[config.mk]
export PLATFORM = sky130hd
export DESIGN_NAME = wb_regfile_unit
export DESIGN_NICKNAME = d
export VERILOG_FILES = /design/src/rtl/wb_regfile_unit.sv
export SDC_FILE = /design/constraint.sdc
export NUM_CORES = 1
export LEC_CHECK = 0
export BUFFER_PORTS_ARGS = -buffer_cell sky130_fd_sc_hd__buf_2
export CORE_UTILIZATION = 60
export CTS_BUF_LIST = sky130_fd_sc_hd__clkbuf_4
export DETAILED_ROUTE_END_ITERATION = 6
export GPL_ROUTABILITY_DRIVEN = 1
export HOLD_SLACK_MARGIN = 0.1
export PLACE_DENSITY = 0.84
export SYNTH_ARGS = -nofsm -noshare
export SYNTH_HDL_FRONTEND = slang
export SYNTH_SLANG_ARGS = --single-unit
[constraint.sdc]
create_clock -name clk -period 4.3 [get_ports clk]
set_clock_uncertainty 0.05 [all_clocks]
set_input_delay 0.645 -clock clk [delete_from_list [all_inputs] [get_ports clk]]
set_output_delay 0.645 -clock clk [all_outputs]
set_load 0.05 [all_outputs]
[src/rtl/wb_regfile_unit.sv]
// Writeback stage merged with the architectural register file.
// Picks the retiring value (load data over ALU result), commits it to one of
// NUM_REGS GPRs, commits compare flags to the CPSR, and holds the fetch PC.
// All read ports are combinational from stored state; there is no write bypass.
module wb_regfile_unit #(
   parameter int DATA_W   = 32,
   parameter int NUM_REGS = 16,
   localparam int IDX_W   = $clog2(NUM_REGS)
) (
   input  logic              clk,
   input  logic              reset,
   input  logic [IDX_W-1:0]  rd_num_passthrough,
   input  logic [DATA_W-1:0] md_passthrough,
   input  logic [DATA_W-1:0] result,
   input  logic [DATA_W-1:0] cpsr_passthrough,
   input  logic [DATA_W-1:0] dmem_val_passthrough,
   input  logic              is_alu_op_passthrough,
   input  logic              is_cmp_op_passthrough,
   input  logic              is_ld_op_passthrough,
   input  logic [DATA_W-1:0] if_pc_in,
   output logic [DATA_W-1:0] if_pc_out,
   input  logic [IDX_W-1:0]  exe_rd_num,
   output logic [DATA_W-1:0] exe_rd_data_out,
   input  logic [IDX_W-1:0]  exe_rs_num,
   output logic [DATA_W-1:0] exe_rs_data_out,
   input  logic [IDX_W-1:0]  exe_rt_num,
   output logic [DATA_W-1:0] exe_rt_data_out,
   output logic [DATA_W-1:0] exe_cpsr_out,
   output logic [IDX_W-1:0]  wb_rd_num,
   output logic              wb_rd_write_en,
   output logic [DATA_W-1:0] wb_rd_val,
   output logic              wb_cpsr_write_en,
   output logic [DATA_W-1:0] wb_cpsr_val,
   output logic [DATA_W-1:0] wb_rd_out,
   output logic [DATA_W-1:0] wb_cpsr_out
);

   logic [DATA_W-1:0] gpr_q [NUM_REGS];
   logic [DATA_W-1:0] gpr_d [NUM_REGS];
   logic [DATA_W-1:0] cpsr_q, cpsr_d;
   logic [DATA_W-1:0] pc_q, pc_d;

   // Store data travels alongside but is consumed by the memory stage, not here.
   logic unused_md;
   assign unused_md = ^md_passthrough;

   // Writeback select: load data takes priority when both ALU and load are flagged.
   assign wb_rd_num        = rd_num_passthrough;
   assign wb_rd_write_en   = is_alu_op_passthrough | is_ld_op_passthrough;
   assign wb_rd_val        = is_ld_op_passthrough ? dmem_val_passthrough : result;
   assign wb_cpsr_write_en = is_cmp_op_passthrough;
   assign wb_cpsr_val      = cpsr_passthrough;

   // Next-state for the register file, CPSR and PC.
   always_comb begin
      for (int i = 0; i < NUM_REGS; i++) begin
         gpr_d[i] = gpr_q[i];
      end
      if (wb_rd_write_en) begin
         gpr_d[wb_rd_num] = wb_rd_val;
      end
      cpsr_d = wb_cpsr_write_en ? wb_cpsr_val : cpsr_q;
      pc_d   = if_pc_in;
   end

   // State registers; reset clears everything immediately and blocks writes while low.
   always_ff @(posedge clk or negedge reset) begin
      if (!reset) begin
         for (int i = 0; i < NUM_REGS; i++) begin
            gpr_q[i] <= '0;
         end
         cpsr_q <= '0;
         pc_q   <= '0;
      end else begin
         for (int i = 0; i < NUM_REGS; i++) begin
            gpr_q[i] <= gpr_d[i];
         end
         cpsr_q <= cpsr_d;
         pc_q   <= pc_d;
      end
   end

   // Read ports see stored state only; a same-cycle write shows up after the edge.
   assign exe_rd_data_out = gpr_q[exe_rd_num];
   assign exe_rs_data_out = gpr_q[exe_rs_num];
   assign exe_rt_data_out = gpr_q[exe_rt_num];
   assign exe_cpsr_out    = cpsr_q;
   assign if_pc_out       = pc_q;
   assign wb_rd_out       = gpr_q[wb_rd_num];
   assign wb_cpsr_out     = cpsr_q;

endmodule

* Word-level counts from Yosys, hierarchy flattened *
Index checks and enable logic that the tools add are counted.

operators by class
  order comparisons = 5
  multiplexer cells = 16
  bitwise logic cells = 5
  reductions and logical operators = 1

operator list
  cell                                                 count
  binary-select mux 32 bit (select 4 bit)              4
  bitwise mux 512 bit                                  1
  two-way mux 32 bit                                   10
  demux 32 bit (select 4 bit)                          1
  >= comparator 5 bit (second input constant)          4
  inverter 4 -> 5 bit                                  4
  < comparator 5 x 1 -> 1 bit (second input constant)  1
  logical AND 1 bit                                    1
  OR 1 bit                                             1

storage, ports and cells
  flip-flop bits (word level) = 576
  bits of input ports = 181
  logic and storage cells = 45

* Longest topological paths before layout *
Gate-level depths: netlist of run 1.

  word-level depth = 6
  depth in mapped cells = 6
  gate-level depth less buffers = 4

* Least setup slack after synthesis of run 1 *
OpenSTA, ideal clock, no wires.

  kind = input -> output
  start point = in rd_num_passthrough[0]
  end point = out wb_rd_out[10]
  arrival = 2.243 ns
  required time = 3.605 ns
  path slack = 1.362 ns
  stages on the path = 6
  path buffers = 3
  cells stage by stage = buf_2 buf_4 buf_2 mux4_2 a22oi_1 nand2_1

between the ends
  cells in the longest elaborated chain, start to end = 4

ends and longest elaborated chain
  element                                                RTL line  source
  from (decl)                                            12        input logic [IDX_W-1:0] rd_num_passthrough,
  inverter 4 -> 5 bit (not written as such)              89        assign wb_rd_out = gpr_q[wb_rd_num];
  binary-select mux 32 bit (select 4 bit)                89
  two-way mux 32 bit (not written as such) (2 in a row)  89
  to (decl)                                              34        output logic [DATA_W-1:0] wb_rd_out,

Every way passes these cells. The select of a mux whose other input is x is not followed.

* Worst setup path in the final report of run 1 *
  start point = in rd_num_passthrough[0]
  end point = out wb_rd_out[31]

Same word-level chain as after synthesis.

==> results.py, run 1 <==
metrics = {
    "sta": {
        "tightestPinTransition_ns": 1.08,
        "hold-worst-slack_ns": 0.167,
        "timing.final.crit_share_pct": 82.2,
        "hold_viol_final": 0,
        "rsz0062_at_grt": "no",
        "fmax_ghz": 0.283,
        "finalSetupTns_ns": 0,
        "drv_slew": 0,
        "relSlewSlack_pct": 28.1,
        "final.min_clock_period_ns": 3.54,
        "setup-violations-final": 0,
    },
    "synth": {
        "netlist_area_sq_um": 36800,
        "synth_top_family_by_area": "multiplexers",
        "yosysTopAreaCellShare_pct": 39.2,
        "synthSimpleGateAreaFrac_pct": 2.02,
        "synthesis.nets": 2602,
        "synth_most_common_cell": "dfrtp_1",
        "synthCells": 2421,
        "synth_top_flop_cell": "dfrtp_1",
        "synth_edf_count": 0,
        "ys_ff_latch": 576,
        "ys_warn_count": 0,
        "synthXorXnorAreaFrac_pct": 0,
        "synth_common_cells": "576 x dfrtp_1, 551 x mux2_2, 512 x mux4_2, 256 x a22oi_1, 142 x clkbuf_1",
        "synthTopCellsByArea": "dfrtp_1 39%, mux4_2 31%, mux2_2 17%, a22oi_1 5.2%, buf_2 1.5%",
        "synth-compound-area-share_pct": 5.25,
        "synthArstFlopShare_pct": 100,
        "synth_cell_types": 20,
        "synthMuxAreaShare_pct": 49.0,
        "avgSynthCellArea_sq_um": 15.2,
        "yosysSeqAreaShare_pct": 39.2,
        "yosys.area_share.adder_pct": 0,
        "synth_area_leader_cell": "dfrtp_1",
    },
    "flow_run": {
        "drv_cap": 0,
    },
    "clock_tree": {
        "cts_buffers": 157,
        "clkTransAtPathRegs_ns": 0.07,
        "insertion_delay_ns": 1.04,
        "cts.path.max_buffers": 3,
        "cts.sinks": 576,
        "post_cts_resized": 0,
        "cts_tree": "built",
        "post_cts_buffers": 0,
        "cts_root_buffer": "clkbuf_4",
        "htreeDepth": 4,
    },
    "global_routing": {
        "grt_max_degree": 124,
        "grt_first_pass_wirelength_microns": 179000,
        "grt_pass1_vias": 29248,
        "grt_usage_pct": 39.2,
        "antenna_found_initial": 8,
        "overflow": 0,
    },
    "place": {
        "port_buffers": 442,
        "gp_congestion": 0.908,
        "hpwl_microns": 73700,
    },
    "setup_path": {
        "crit_chain": "clkbuf_8, buf_4, mux4_2, a22oi_1, nand2_1, buf_2",
        "r2r_cells": 1,
        "path_max_fanout": 57,
        "slowest_delay_ns": 0.60,
        "crit_arrival_ns": 2.84,
        "r2r_slack_ns": 3.40,
        "crit_type": "primary input to output pin",
        "worstSetupEndpointType": "output pin",
        "cp_slowest_cell": "clkbuf_8",
        "crit_required_ns": 3.61,
        "crit_path_start_kind": "primary input",
    },
    "finish": {
        "fillCellCount": 3806,
        "layout-drive-gt1-share_pct": 63.2,
        "final_util_pct": 70.3,
        "area_delta_synth_final_pct": 15.7,
        "nets": 3038,
    },
    "detailed_routing": {
        "drt_iter0_drc": 3398,
        "vias": 27792,
        "vias_per_cell": 7.39,
        "wl_per_cell_microns": 31.9,
        "wirelength_microns": 120000,
        "ant_nets": 0,
        "drt-pass1-iter-count": 5,
        "drc": 0,
    },
    "die": {
        "die_width_microns": 249,
        "core_area_sq_um": 60500,
        "die_area_sq_um": 62200,
        "initial_core_util_pct": 60.8,
        "rows": 90,
        "io_pins": 475,
        "die_h_microns": 249,
    },
    "power_and_ir_drop": {
        "power.density_nw_per_um2": 502,
        "p_leak_nw": 17.7,
        "ir_worst_vdd_v": 0.000307,
    },
    "run_status": {
        "status": "complete, no violations",
    },
    "hold_path": {
        "whs_path_depth": 3,
        "hold_path_class": "primary input to flop",
    },
}
[per-stage QoR]
stage,setup WS [ns],total power [mW],instances,instance area [sq um]
after detailed placement,0.803,16.1,3413,39800
after global routing,0.689,22.2,3760,42500
after global placement,0.804,15.6,3413,39800
after CTS,0.797,21.3,3753,42500
final,0.764,21.3,3763,42500
after floorplan,1.36,14.0,2421,36800
[where the power goes]
| group | total, mW | switching [mW] | internal, mW |
|---|---|---|---|
| Combinational | 7.92 | 4.03 | 3.89 |
| Clock | 5.15 | 2.46 | 2.69 |
| Sequential | 8.27 | 1.54 | 6.73 |
[path summary, 6_finish.rpt]
kind | from | to
min in group asynchronous | reset | gpr_q[68]
worst max-delay path | rd_num_passthrough[0] | wb_rd_out[31]
worst min register to register | exe_cpsr_out[2] | exe_cpsr_out[2]
worst max register to register | gpr_q[490] | gpr_q[490]
worst min-delay path | result[7] | gpr_q[359]
max in group asynchronous | reset | gpr_q[166]
[layout make-up]
cell class | count | area [sq um] | share of cell area [%]
Antenna cell | 10 | 25.0 | 0.0588
Clock buffer | 216 | 1620 | 3.81
Clock inverter | 57 | 410 | 0.965
Inverter | 1 | 3.75 | 0.00883
Multi-Input combinational cell | 1512 | 20900 | 49.1
Sequential cell | 576 | 14400 | 33.9
Tap cell | 782 | 978 | 2.30
Timing Repair Buffer | 609 | 4190 | 9.86
[placed cells by master (no fill, tap or decap), types with 25 or more instances in the layout]
master,synthesis,final
buf_12,0,40
mux2_1,25,25
clkbuf_4,0,216
dlygate4sd3_1,0,67
clkinv_1,0,35
a22oi_1,256,256
mux4_2,512,512
mux2_2,551,551
dfrtp_1,576,576
buf_4,70,63
nand2_1,129,129
buf_2,111,433
[worst max-delay path: cells and delay by family]
| family | cells | cell delay (ns) |
|---|---|---|
| AOI/OAI and AO/OA | 1 | 0.22 |
| buffers and inverters | 3 | 1.19 |
| and+or+nand+nor | 1 | 0.19 |
| muxes | 1 | 0.53 |
[kinds of logic after synthesis]
group / after synthesis
flops: 576
mux: 1088
simple gates: 167
buf+inv: 333
compound gates: 257
[metal layers]
metal | vias up | routed length [microns] | global-route usage (%)
met5 | - | 63 | 0
met4 | 10 | 8040 | 25.5
li1 | 10727 | - | -
met3 | 620 | 16900 | 13.7
met2 | 2390 | 55900 | 59.5
met1 | 14045 | 39000 | 47.9
[flip-flops by register name (all words and copies together), names as in the netlist]
signal,flops
exe_cpsr_out,32
gpr_q,512
if_pc_out,32
[what timing repair did]
item / in CTS / in global routing
hold buffers: 67 / 0
setup endpoints to repair: 0 / 0
hold endpoints to repair: 351 / 0
Note: power is estimated with default switching activity, not from simulation.
==> run 2, diff against run 1 <==
Clock period 4.3 ns to 3.4 ns, I/O delays scaled along.
==> run 2 against run 1 <==
Compared with the run above: combinational power up 30%; design area up 3.3%; die area unchanged; cell count up 3.4%; via count up 3.5%; critical path depth down 2; count of clock-buffer cells in the layout up 5; utilization up 2.3 points; clock power up 23%; critical path type is now flop to output pin; largest power group unchanged.
==> results.py, run 2 (synthesis gave the netlist of run 1 again) <==
metrics = {
    "setup_path": {
        "r2r_cells": 2,
        "crit_path_start_kind": "flop",
        "rr_startpoint": "exe_cpsr_out[17]",
        "r2r_end": "exe_cpsr_out[17]",
        "crit_type": "flop to output pin",
        "worstSetupEndpointType": "output pin",
        "cp-endpoint": "wb_rd_out[19]",
        "startpoint": "gpr_q[307]",
        "crit_required_ns": 2.84,
        "r2r_slack_ns": 1.96,
        "path_max_fanout": 5,
        "crit_arrival_ns": 2.66,
    },
    "clock_tree": {
        "cts_buffers": 155,
        "cts.path.max_buffers": 3,
        "cts.sinks": 576,
        "insertion_delay_ns": 1.01,
        "cts_root_buffer": "clkbuf_4",
        "post_cts_buffers": 0,
        "cts_tree": "built",
        "clkTransAtPathRegs_ns": 0.06,
        "htreeDepth": 4,
    },
    "place": {
        "port_buffers": 442,
        "dp.cells": 3427,
        "gp_congestion": 0.931,
        "hpwl_microns": 72500,
    },
    "sta": {
        "final.min_clock_period_ns": 3.22,
        "finalSetupTns_ns": 0,
        "hold_viol_final": 0,
        "tightestPinTransition_ns": 0.882,
        "relSlewSlack_pct": 40.9,
        "drv_slew": 0,
        "setup-violations-final": 0,
        "timing.final.crit_share_pct": 94.6,
        "fmax_ghz": 0.311,
        "rsz0062_at_grt": "no",
    },
    "detailed_routing": {
        "vias_per_cell": 7.39,
        "vias": 28751,
        "drc": 0,
        "drt_iter0_drc": 4119,
        "drt-pass1-iter-count": 7,
        "wirelength_microns": 123000,
        "ant_nets": 0,
        "wl_per_cell_microns": 31.7,
    },
    "finish": {
        "fillCellCount": 3696,
        "layout-drive-gt1-share_pct": 61.0,
        "largest_reg_flops": 512,
        "final_util_pct": 72.7,
        "nets": 3178,
        "most-common-layout-cells": "576 x dfrtp_1, 551 x mux2_2, 512 x mux4_2",
        "final_common_cell": "dfrtp_1",
        "stdcell_count": 3890,
        "area_delta_synth_final_pct": 19.6,
        "top_register": "gpr_q",
    },
    "power_and_ir_drop": {
        "ir_worst_vdd_v": 0.000527,
        "power.density_nw_per_um2": 616,
        "power.total_mw": 27.1,
        "p_leak_nw": 18.4,
    },
    "global_routing": {
        "overflow": 0,
        "grt_first_pass_wirelength_microns": 186000,
        "grt_usage_pct": 40.4,
        "antenna_found_initial": 5,
        "grt_max_degree": 100,
        "grt_pass1_vias": 30187,
    },
    "run_status": {
        "status": "complete, no violations",
    },
    "die": {
        "io_pins": 475,
        "initial_core_util_pct": 60.8,
        "die_area_sq_um": 62200,
        "die_h_microns": 249,
        "rows": 90,
        "core_area_sq_um": 60500,
        "die_width_microns": 249,
    },
    "hold_path": {
        "hold_path_class": "primary input to flop",
    },
    "flow_run": {
        "drv_cap": 0,
    },
}
## run 2: cell types whose count changed in the layout (fill, tap and decap cells not counted), sizes merged
| cell | change |
|---|---|
| clkinvlp | -3 |
| clkinv | -13 |
| dlygate4sd3 | +127 |
| inv | +1 |
| buf | +15 |
| diode | -3 |
| bufinv | -2 |
| clkbuf | +5 |
## run 2: where the power goes
group	switching [mW]	internal (mW)
sequential	1.94	8.51
combinational	5.20	5.08
clock	3.08	3.28
## run 2: metal layers
metal / vias up / wire (microns) / track usage (%)
met5: - / 10 / 0
met1: 14614 / 40800 / 51.1
met3: 610 / 18100 / 14.2
li1: 11003 / - / -
met2: 2522 / 57100 / 60.9
met4: 2 / 7420 / 23.4
## run 2: cell type report
cell class                 count  area, sq um  area share, %
tap                          782          978           2.23
clock buffer                 221         1660           3.78
sequential                   576        14400           32.8
timing repair buffer         751         5710           13.0
antenna                        7         17.5         0.0399
inverter                       1         3.75        0.00854
clock inverter                40          280          0.638
multi-input combinational   1512        20900           47.5
## run 2: worst max-delay path: stages, from the launching register on
cell,delay [ns]
dfrtp_1,0.41
mux4_2,0.48
a22oi_1,0.26
nand2_1,0.21
buf_2,0.27
## run 2: worst min path at each step
stage / start / endpoint / slack, ns / cells past startpoint
finish: is_cmp_op_passthrough / exe_cpsr_out[21] / 0.19 / 2
detailed placement: exe_cpsr_out[28] / exe_cpsr_out[28] / 0.47 / 1
floorplan: reset / exe_cpsr_out[0] / 0.16 / 0
CTS: is_cmp_op_passthrough / exe_cpsr_out[21] / 0.10 / 2
global placement: exe_cpsr_out[16] / exe_cpsr_out[16] / 0.46 / 1
global route: is_cmp_op_passthrough / exe_cpsr_out[11] / 0.13 / 2
## run 2: per-stage QoR
step | setup slack (ns) | area [sq um] | hold WS (ns)
6_report | 0.183 | 43900 | 0.193
5_1_grt | 0.0370 | 43900 | 0.127
4_1_cts | 0.127 | 43900 | 0.101
3_5_place_dp | 0.390 | 40000 | 0.467
3_3_place_gp | 0.417 | 40000 | 0.460
2_1_floorplan | 0.732 | 36800 | 0.164
## run 2: repair_timing
action / 4_1_cts / 5_1_grt
hold buffers: 195 / 0
endpoints found under the hold margin: 1074 / 0
resized for setup: 0 / 0
